**config.mk**
```make
export PLATFORM = sky130hd
export DESIGN_NAME = junction_safety_monitor
export DESIGN_NICKNAME = d
export VERILOG_FILES = /design/src/rtl/traffic_pkg.sv /design/src/rtl/head_seq_checker.sv /design/src/rtl/junction_safety_monitor.sv
export SDC_FILE = /design/constraint.sdc
export NUM_CORES = 1
export LEC_CHECK = 0
export BUFFER_PORTS_ARGS = -buffer_cell sky130_fd_sc_hd__buf_4
export CAP_MARGIN = 20
export CORE_MARGIN = 4
export CORE_UTILIZATION = 27
export DETAILED_ROUTE_END_ITERATION = 8
export PLACE_DENSITY = 0.42
export SYNTH_ARGS = -nofsm -noshare
export SYNTH_HDL_FRONTEND = slang
export SYNTH_SLANG_ARGS = --single-unit
```
**constraint.sdc**
```tcl
create_clock -name clk -period 1.94 [get_ports clk]
set_input_delay 0.097 -clock clk [delete_from_list [all_inputs] [get_ports clk]]
set_output_delay 0.097 -clock clk [all_outputs]
set_load 0.02 [all_outputs]
```
**src/rtl/traffic_pkg.sv**
```systemverilog
// Shared types and constants for the 3-way junction lamp path: head count,
// default conflict matrix, fault codes, lamp colours and monitor states.
package traffic_pkg;

   localparam int N_HEADS = 6;

   // Row i at bits [6i+5:6i]; compatible pairs are 0/1, 2/3 and 4/5.
   localparam logic [N_HEADS*N_HEADS-1:0] DEFAULT_CONFLICT = 36'h3CFCF3F3C;

   typedef enum logic [2:0] {
      FC_NONE        = 3'd0,
      FC_CONFLICT    = 3'd1,
      FC_ILLEGAL     = 3'd2,
      FC_SEQ         = 3'd3,
      FC_AMBER_SHORT = 3'd4
   } fault_code_e;

   typedef enum logic [1:0] {RED, AMBER, GREEN} lamp_e;

   typedef enum logic {ST_NORMAL, ST_FAULT} state_e;

   function automatic logic [2:0] lowest_set(input logic [7:0] v);
      logic [2:0] idx;
      idx = 3'd0;
      for (int k = 7; k >= 0; k--) begin
         if (v[k]) idx = 3'(k);
      end
      return idx;
   endfunction

endpackage

```
**src/rtl/head_seq_checker.sv**
```systemverilog
// Per-head lamp checker: one-hot decode, R->G->A->R sequencing against the
// last accepted lamp, and minimum amber duration.
module head_seq_checker #(
   parameter int MIN_AMBER = 4
) (
   input  logic clk,
   input  logic rst,
   input  logic i_upd,
   input  logic i_clr,
   input  logic i_r,
   input  logic i_a,
   input  logic i_g,
   output logic o_illegal,
   output logic o_seq_err,
   output logic o_amber_short,
   output logic o_non_red
);
   import traffic_pkg::*;

   localparam int CW = $clog2(MIN_AMBER + 1);

   lamp_e         r_prev;
   logic [CW-1:0] r_amber_cnt;
   lamp_e         w_cur;
   logic          w_onehot;

   always_comb begin
      w_onehot      = ({i_r, i_a, i_g} == 3'b100) || ({i_r, i_a, i_g} == 3'b010) ||
                      ({i_r, i_a, i_g} == 3'b001);
      w_cur         = i_g ? GREEN : (i_a ? AMBER : RED);
      o_illegal     = !w_onehot;
      o_non_red     = i_a | i_g;
      o_seq_err     = 1'b0;
      o_amber_short = 1'b0;
      if (w_onehot) begin
         case (r_prev)
            RED:     o_seq_err = (w_cur == AMBER);
            AMBER: begin
               o_seq_err     = (w_cur == GREEN);
               o_amber_short = (w_cur == RED) && (r_amber_cnt != CW'(MIN_AMBER));
            end
            GREEN:   o_seq_err = (w_cur == RED);
            default: o_seq_err = 1'b1;
         endcase
      end
   end

   // The counter holds the amber run length up to and including the last accepted cycle.
   always_ff @(posedge clk) begin
      if (rst || i_clr) begin
         r_prev      <= RED;
         r_amber_cnt <= '0;
      end else if (i_upd) begin
         r_prev <= w_cur;
         if (w_cur != AMBER)
            r_amber_cnt <= '0;
         else if (r_amber_cnt != CW'(MIN_AMBER))
            r_amber_cnt <= r_amber_cnt + CW'(1);
      end
   end

endmodule

```
**src/rtl/junction_safety_monitor.sv**
```systemverilog
// Lamp-path safety monitor: registers controller lamps through to the drivers
// and drops to latched all-red flashing on any conflict or sequencing fault.
module junction_safety_monitor #(
   parameter int                           N_HEADS      = traffic_pkg::N_HEADS,
   parameter logic [N_HEADS*N_HEADS-1:0]   CONFLICT     = traffic_pkg::DEFAULT_CONFLICT,
   parameter int                           MIN_AMBER    = 4,
   parameter int                           FLASH_HALF   = 8,
   parameter int                           ALLRED_CLEAR = 4
) (
   input  logic               clk,
   input  logic               rst,
   input  logic [N_HEADS-1:0] r_in,
   input  logic [N_HEADS-1:0] a_in,
   input  logic [N_HEADS-1:0] g_in,
   input  logic               clear_fault,
   output logic [N_HEADS-1:0] r_out,
   output logic [N_HEADS-1:0] a_out,
   output logic [N_HEADS-1:0] g_out,
   output logic               fault,
   output logic [2:0]         fault_code,
   output logic [2:0]         fault_head
);
   import traffic_pkg::*;

   localparam int FW = $clog2(FLASH_HALF + 1);
   localparam int AW = $clog2(ALLRED_CLEAR + 1);

   state_e       r_state, w_state_nxt;
   fault_code_e  r_code, w_code_nxt, w_code;
   logic [2:0]   r_head, w_head_nxt, w_head;
   logic [FW-1:0] r_flash_cnt, w_flash_nxt;
   logic [AW-1:0] r_allred_cnt, w_allred_nxt;
   logic [N_HEADS-1:0] w_r_nxt, w_a_nxt, w_g_nxt;
   logic [N_HEADS-1:0] w_illegal, w_seq_err, w_amber_short, w_non_red, w_conf;
   logic         w_upd, w_clr, w_allred_in;

   for (genvar h = 0; h < N_HEADS; h++) begin : g_head
      head_seq_checker #(.MIN_AMBER(MIN_AMBER)) u_chk (
         .clk           (clk),
         .rst           (rst),
         .i_upd         (w_upd),
         .i_clr         (w_clr),
         .i_r           (r_in[h]),
         .i_a           (a_in[h]),
         .i_g           (g_in[h]),
         .o_illegal     (w_illegal[h]),
         .o_seq_err     (w_seq_err[h]),
         .o_amber_short (w_amber_short[h]),
         .o_non_red     (w_non_red[h])
      );
   end

   // Each offending pair is attributed to its lower-index head.
   always_comb begin
      w_conf = '0;
      for (int i = 0; i < N_HEADS; i++) begin
         for (int j = 0; j < N_HEADS; j++) begin
            if (CONFLICT[N_HEADS*i+j] && w_non_red[i] && w_non_red[j])
               w_conf[(i < j) ? i : j] = 1'b1;
         end
      end
   end

   always_comb begin
      w_code = FC_NONE;
      w_head = 3'd0;
      if (|w_conf) begin
         w_code = FC_CONFLICT;
         w_head = lowest_set(8'(w_conf));
      end else if (|w_illegal) begin
         w_code = FC_ILLEGAL;
         w_head = lowest_set(8'(w_illegal));
      end else if (|w_seq_err) begin
         w_code = FC_SEQ;
         w_head = lowest_set(8'(w_seq_err));
      end else if (|w_amber_short) begin
         w_code = FC_AMBER_SHORT;
         w_head = lowest_set(8'(w_amber_short));
      end
   end

   assign w_allred_in = (r_in == '1) && (a_in == '0) && (g_in == '0);

   always_comb begin
      w_state_nxt  = r_state;
      w_r_nxt      = r_out;
      w_a_nxt      = a_out;
      w_g_nxt      = g_out;
      w_code_nxt   = r_code;
      w_head_nxt   = r_head;
      w_flash_nxt  = r_flash_cnt;
      w_allred_nxt = r_allred_cnt;
      w_upd        = 1'b0;
      w_clr        = 1'b0;
      case (r_state)
         ST_NORMAL: begin
            if (w_code != FC_NONE) begin
               w_state_nxt  = ST_FAULT;
               w_r_nxt      = '1;
               w_a_nxt      = '0;
               w_g_nxt      = '0;
               w_code_nxt   = w_code;
               w_head_nxt   = w_head;
               w_flash_nxt  = '0;
               w_allred_nxt = '0;
            end else begin
               w_upd   = 1'b1;
               w_r_nxt = r_in;
               w_a_nxt = a_in;
               w_g_nxt = g_in;
            end
         end
         ST_FAULT: begin
            w_a_nxt = '0;
            w_g_nxt = '0;
            if (clear_fault && (r_allred_cnt == AW'(ALLRED_CLEAR))) begin
               w_state_nxt  = ST_NORMAL;
               w_r_nxt      = '1;
               w_code_nxt   = FC_NONE;
               w_head_nxt   = 3'd0;
               w_flash_nxt  = '0;
               w_allred_nxt = '0;
               w_clr        = 1'b1;
            end else begin
               if (r_flash_cnt == FW'(FLASH_HALF - 1)) begin
                  w_r_nxt     = ~r_out;
                  w_flash_nxt = '0;
               end else begin
                  w_flash_nxt = r_flash_cnt + FW'(1);
               end
               if (!w_allred_in)
                  w_allred_nxt = '0;
               else if (r_allred_cnt != AW'(ALLRED_CLEAR))
                  w_allred_nxt = r_allred_cnt + AW'(1);
            end
         end
         default: w_state_nxt = ST_NORMAL;
      endcase
   end

   always_ff @(posedge clk) begin
      if (rst) begin
         r_state      <= ST_NORMAL;
         r_out        <= '1;
         a_out        <= '0;
         g_out        <= '0;
         r_code       <= FC_NONE;
         r_head       <= 3'd0;
         r_flash_cnt  <= '0;
         r_allred_cnt <= '0;
      end else begin
         r_state      <= w_state_nxt;
         r_out        <= w_r_nxt;
         a_out        <= w_a_nxt;
         g_out        <= w_g_nxt;
         r_code       <= w_code_nxt;
         r_head       <= w_head_nxt;
         r_flash_cnt  <= w_flash_nxt;
         r_allred_cnt <= w_allred_nxt;
      end
   end

   assign fault      = (r_state == ST_FAULT);
   assign fault_code = r_code;
   assign fault_head = r_head;

endmodule

```
## Word-level counts from Yosys, hierarchy flattened

Index checks and enable logic that the tools add are counted.

- Register bits: 62
- Bits of input ports: 21
- Output and inout bits: 25
- Word-level logic and storage cells: 290

- $add $sub $neg: 8
- Equal/unequal tests: 62
- Mux-type cells: 119
- Bitwise operators: 8
- Reductions and logical operators: 73

Operator list:

| kind | count |
|---|---|
| 3-bit two-way mux | 48 |
| 1-bit two-way mux | 42 |
| 6-bit case mux with 2 select lines | 3 |
| 6-bit two-way mux | 5 |
| 2-bit by 1-bit == test with 1-bit output (second input constant) | 12 |
| 2-bit == test (second input constant) | 12 |
| 2-bit zero test | 12 |
| 3-bit by 1-bit adder with 3-bit output (second input constant) | 7 |
| 3-bit == test (second input constant) | 7 |
| 1-bit logical AND | 21 |
| 3-bit != test (second input constant) | 7 |
| 3-bit by 1-bit == test with 1-bit output (second input constant) | 6 |
| 3-bit by 2-bit == test with 1-bit output (second input constant) | 6 |
| 1-bit case mux with 3 select lines | 6 |
| 3-bit case mux with 2 select lines | 3 |
| 6-bit OR reduction | 3 |
| 2-bit AND reduction | 8 |
| 2-bit two-way mux | 7 |
| 2-bit by 1-bit != test with 1-bit output (second input constant) | 7 |
| 1-bit logical OR | 13 |
| 6-bit zero test | 2 |
| 4-bit two-way mux | 3 |
| 2-bit nonzero test | 6 |
| 4-bit case mux with 2 select lines | 1 |
| other kinds (13) | 23 |

## Depth between registers and ports, before layout

- Depth in word-level cells: 18
- Depth in mapped cells: 12
- Depth with buffers taken out: 10

## Modules after synthesis

From an unflattened synthesis, not the netlist that was laid out.

- Cell total of the unflattened synthesis: 457
- Area total of the unflattened synthesis: 3747.3 µm²

Modules (own cells, without submodules):

| module | instances | cells an instance | area an instance (µm²) | sequential area each (µm²) |
|---|---|---|---|---|
| head_seq_checker | 6 | 45 | 357.8 | 100.1 |
| junction_safety_monitor | 1 | 187 | 1600.3 | 640.6 |

## Worst setup path before layout

No wires, ideal clock.

- Kind: reg2reg
- From: register g_head[2].u_chk.r_prev[1]
- To: register r_out[1]
- Setup time: 120 ps
- Arrival: 2036 ps
- Required time: 1820 ps
- Slack: -216 ps
- Stages on the path, launching flop included: 9
- Path buffers: 2
- Clock period less this slack: 2156 ps
- Cells stage by stage: dfxtp_1 a21o_1 a311o_1 nor4b_4 and4_1 buf_4 buf_6 a221oi_1 a211o_1

- Word-level cells in the longest chain between the ends: 11
- Elaborated cells between the ends (all ways): 16
- Those cells by class: 2 x eq/ne; 10 x mux; 4 x reduce/logical

RTL lines:

| element | line | source |
|---|---|---|
| from (decl) | head_seq_checker.sv:22 | `lamp_e r_prev;` |
| from (signal assigned) | head_seq_checker.sv:54 | `r_prev <= w_cur;` |
| 2-bit by 1-bit == test with 1-bit output | head_seq_checker.sv:36 | `case (r_prev)` |
| 1-bit two-way mux | head_seq_checker.sv:36 |  |
| 1-bit two-way mux | head_seq_checker.sv:35 | `if (w_onehot) begin` |
| 6-bit OR reduction | junction_safety_monitor.sv:76 | `end else if (\|w_amber_short) begin` |
| 3-bit two-way mux | junction_safety_monitor.sv:76 |  |
| 3-bit two-way mux (*) | junction_safety_monitor.sv:73 | `end else if (\|w_seq_err) begin` |
| 3-bit two-way mux (*) | junction_safety_monitor.sv:70 | `end else if (\|w_illegal) begin` |
| 3-bit two-way mux (*) | junction_safety_monitor.sv:67 | `if (\|w_conf) begin` |
| 3-bit nonzero test (*) | junction_safety_monitor.sv:97 | `if (w_code != FC_NONE) begin` |
| 6-bit two-way mux (*) | junction_safety_monitor.sv:97 |  |
| 6-bit case mux with 2 select lines (*) | junction_safety_monitor.sv:95 | `case (r_state)` |
| to (signal assigned) | junction_safety_monitor.sv:153 | `r_out <= w_r_nxt;` |
| to (decl) | junction_safety_monitor.sv:16 | `output logic [N_HEADS-1:0] r_out,` |

Every way passes the cells marked *; elsewhere a longest branch is shown, timed or not.
A chain may end at the register's enable or synchronous reset.

## Worst setup path after layout

- From: register g_head[0].u_chk.r_prev[1]
- To: register r_code[0] (netlist: fault_code[0])

- Word-level cells in the longest chain between the ends: 11
- Elaborated cells between the ends (all ways): 18
- Those cells by class: 3 x eq/ne; 10 x mux; 5 x reduce/logical

RTL lines:

| element | line | source |
|---|---|---|
| from (decl) | head_seq_checker.sv:22 |  |
| from (signal assigned) | head_seq_checker.sv:54 |  |
| 2-bit by 1-bit == test with 1-bit output | head_seq_checker.sv:36 |  |
| 1-bit two-way mux | head_seq_checker.sv:36 |  |
| 1-bit two-way mux | head_seq_checker.sv:35 |  |
| 6-bit OR reduction | junction_safety_monitor.sv:76 |  |
| 3-bit two-way mux | junction_safety_monitor.sv:76 |  |
| 3-bit two-way mux (*) | junction_safety_monitor.sv:73 |  |
| 3-bit two-way mux (*) | junction_safety_monitor.sv:70 |  |
| 3-bit two-way mux (*) | junction_safety_monitor.sv:67 |  |
| 3-bit nonzero test | junction_safety_monitor.sv:97 |  |
| 2-bit != test (no source line) | n/a |  |
| 2-bit AND reduction (no source line) | n/a |  |
| to (signal assigned) | junction_safety_monitor.sv:156 | `r_code <= w_code_nxt;` |
| to (decl) | junction_safety_monitor.sv:29 | `fault_code_e r_code, w_code_nxt, w_code;` |

Every way passes the cells marked *; elsewhere a longest branch is shown, timed or not. The select of a mux whose other input is x is not followed.

==> impl_metrics.json <==
{
  "synth_edf_count": 0,
  "async_flop_share_pct": 0,
  "grt_max_degree": 21,
  "period_share_pct": 112,
  "syn_avg_cell_area_sq_um": 8.35,
  "syn-cell-area_sq_mm": 0.00347,
  "ys.flop_type": "dfxtp_1",
  "wirelength_um": 11500,
  "cp_data_arrival_time_ns": 2.41,
  "cts_buffers": 9,
  "drive_gt1_share_pct": 45.2,
  "num_antenna_cells": 0,
  "finalPower_mw": 3.39,
  "period_minus_slack_ns": 2.18,
  "num_rows": 41,
  "fmax_mhz": 460,
  "grt-ovfl-total": 0,
  "endpoint_kind": "register",
  "stdcell_area_sq_mm": 0.00560,
  "status": "finished with violations",
  "drt-initial-drc-count": 144,
  "multi_input_area_sq_mm": 0.00229,
  "io_pins": 46,
  "antenna_found_initial": 0,
  "grt_pass1_wl_um": 18600,
  "clockRootBuffer": "clkbuf_16",
  "gp_congestion": 0.886,
  "setup_ws_ns": -0.235,
  "synth_area_leaders": "dfxtp_1 36%, ha_1 5.4%, o21ai_0 4.3%, nand2_1 4.0%, a21o_1 3.5%",
  "cts.reportedPaths.clkPinSlew_ns": 0.05,
  "drv_slew": 0,
  "wl_per_cell_um": 15.1,
  "crit_type": "reg2reg",
  "setup_viol": 58,
  "clock_latency_ns": 0.34,
  "violations": "setup timing",
  "clkSinkCount": 62,
  "fp.coreArea_sq_mm": 0.0126,
  "rsz0062_at_grt": "true",
  "ctsHtreeMaxLevel": 3,
  "syn-instance-count": 416,
  "yosys_warnings": 0,
  "vias_per_cell": 4.93,
  "timing.slew.headroom_pct": 66.5,
  "drcViolationCount": 0,
  "antenna_left": 0,
  "dr.pass1.iters": 4,
  "nNetsFinal": 620,
  "seq_area_frac_synth_pct": 35.7,
  "power.leakage_nw": 2.48,
  "dpl.hpwl_um": 8760,
  "start_kind": "register",
  "hp-class": "in2reg",
  "syn_to_final_growth_pct": 61.2,
  "cts_buffer_depth": 2,
  "cap_violations": 0,
  "die_w_um": 121,
  "yosysMostFrequentCell": "dfxtp_1",
  "peakVddDrop_uv": 393,
  "cts_tree": "yes",
  "synth_top_cell_area_share_pct": 35.7,
  "fillers": 1274,
  "path_max_fanout": 5,
  "port_buffers": 45,
  "worst_slew_pin_slew_ns": 0.498,
  "syn-num-nets": 452,
  "dieArea_sq_mm": 0.0147,
  "crit_required_ns": 2.18,
  "place_ws_ns": -0.320,
  "synthTopCellsByCount": "62 x dfxtp_1, 37 x nand2_1, 30 x o21ai_0",
  "place_area_sq_mm": 0.00496,
  "start_util_pct": 27.5,
  "die_h_um": 121,
  "synth_top_area_cell": "dfxtp_1",
  "ys_ff_latch": 62,
  "synth_cell_types": 61,
  "hold_buffers": 0,
  "seq_area_sq_mm": 0.00126,
  "cellPowerDensity_mw_per_mm2": 606,
  "grt_pass1_vias": 3701,
  "route.vias.total": 3750,
  "grt_use_total_pct": 16.3,
  "skew_ns": 0.00646,
  "final_hold_viol_count": 0
}
==> what timing repair did <==
| action | 4_1_cts | 5_1_grt |
|---|---|---|
| endpoints found under the setup margin | 62 | 62 |
| pin swaps | 14 | 10 |
| gates cloned | 1 | 0 |
| gates resized for setup | 42 | 27 |
| setup buffers | 5 | 4 |
==> state kept, by name, indices dropped and copies added (netlist names) <==
signal	flops
fault_head	3
fault	1
g_out	6
r_flash_cnt	4
fault_code	3
g_head.u_chk.r_prev	12
a_out	6
g_head.u_chk.r_amber_cnt	18
r_out	6
r_allred_cnt	3
==> logic make-up (layout without fill, tap and decap cells) <==
logic type / count (synthesis) / in the layout / synth area share (%)
xor+xnor: 3 / 3 / 0.757
simple gates: 157 / 157 / 25.3
flops: 62 / 62 / 35.7
fa+ha+maj: 17 / 17 / 5.98
buf+inv: 47 / 220 / 6.23
mux: 1 / 1 / 0.288
compound gates: 129 / 129 / 25.8
==> cell usage in the layout (no fill, tap or decap), drive strengths merged, types with 4 or more instances in the layout <==
cell type	netlist	layout
nand4	6	6
nor2	21	21
nor4	5	5
nor3b	4	4
nor2b	14	14
a31oi	7	7
a221oi	7	7
nand4b	4	4
inv	25	25
a211o	6	6
o2bb2ai	6	6
nand2	37	37
dfxtp	62	62
a211oi	6	6
o21ai	31	31
nor3	10	10
o21a	4	4
a21oi	19	19
clkinv	1	4
buf	11	178
nand3b	6	6
a21o	16	16
ha	15	15
and3	14	14
and2	4	4
nand3	18	18
clkbuf	10	12
==> per-layer routing <==
layer  up-vias  global-route usage [%]  routed length (um)
li1       1883                       -                   -
met1      1795                    21.4                5650
met2        60                    25.6                5270
met3        12                    3.68                 375
met4         0                    7.21                 218
met5         -                       0                   0
==> where the power goes <==
group	leakage, nW	internal [mW]	total [mW]	switching [mW]
combinational	1.82	0.221	0.451	0.230
clock	0.152	1.06	1.64	0.583
sequential	0.508	1.29	1.30	0.0141
==> critical path, cell delays in order, from the launching register on <==
cell and delay, ns:
dfxtp_4 0.37, nor2_2 0.04, a32o_1 0.24, a31oi_1 0.19
buf_4 0.16, buf_4 0.09, buf_4 0.09, or4b_4 0.48
o21ai_2 0.16, a21boi_2 0.08, o21a_1 0.16
==> layout make-up <==
cell class                      count  share of cell area [%]
Clock inverter                      4                   0.804
Multi-Input combinational cell    307                    41.0
Tap cell                          172                    3.84
Inverter                           26                    1.74
Clock buffer                       12                    4.58
Timing Repair Buffer              178                    25.6
Sequential cell                    62                    22.5
==> through the flow <==
stage	setup TNS [ns]	utilization (%)	hold WS (ns)	instances
after global routing	-12.96	44.4	0.0945	761
after global placement	-11.25	39.3	0.438	735
after floorplan	-4.03	-	0.239	416
after detailed placement	-11.76	39.3	0.437	735
final	-8.09	44.4	0.0937	761
after CTS	-7.35	43.3	0.0833	757
==> path summary, 6_finish.rpt <==
kind                                        from                             end  slack (ns)  depth (start not counted)
setup / recovery       g_head[0].u_chk.r_prev[1]                   fault_code[0]       -0.24                         10
hold / removal                           g_in[3]                        g_out[3]        0.09                          2
setup reg to reg       g_head[0].u_chk.r_prev[1]                   fault_code[0]       -0.24                         10
hold reg to reg   g_head[0].u_chk.r_amber_cnt[0]  g_head[0].u_chk.r_amber_cnt[0]        0.49                          2
(Power assumes the default switching activity.)
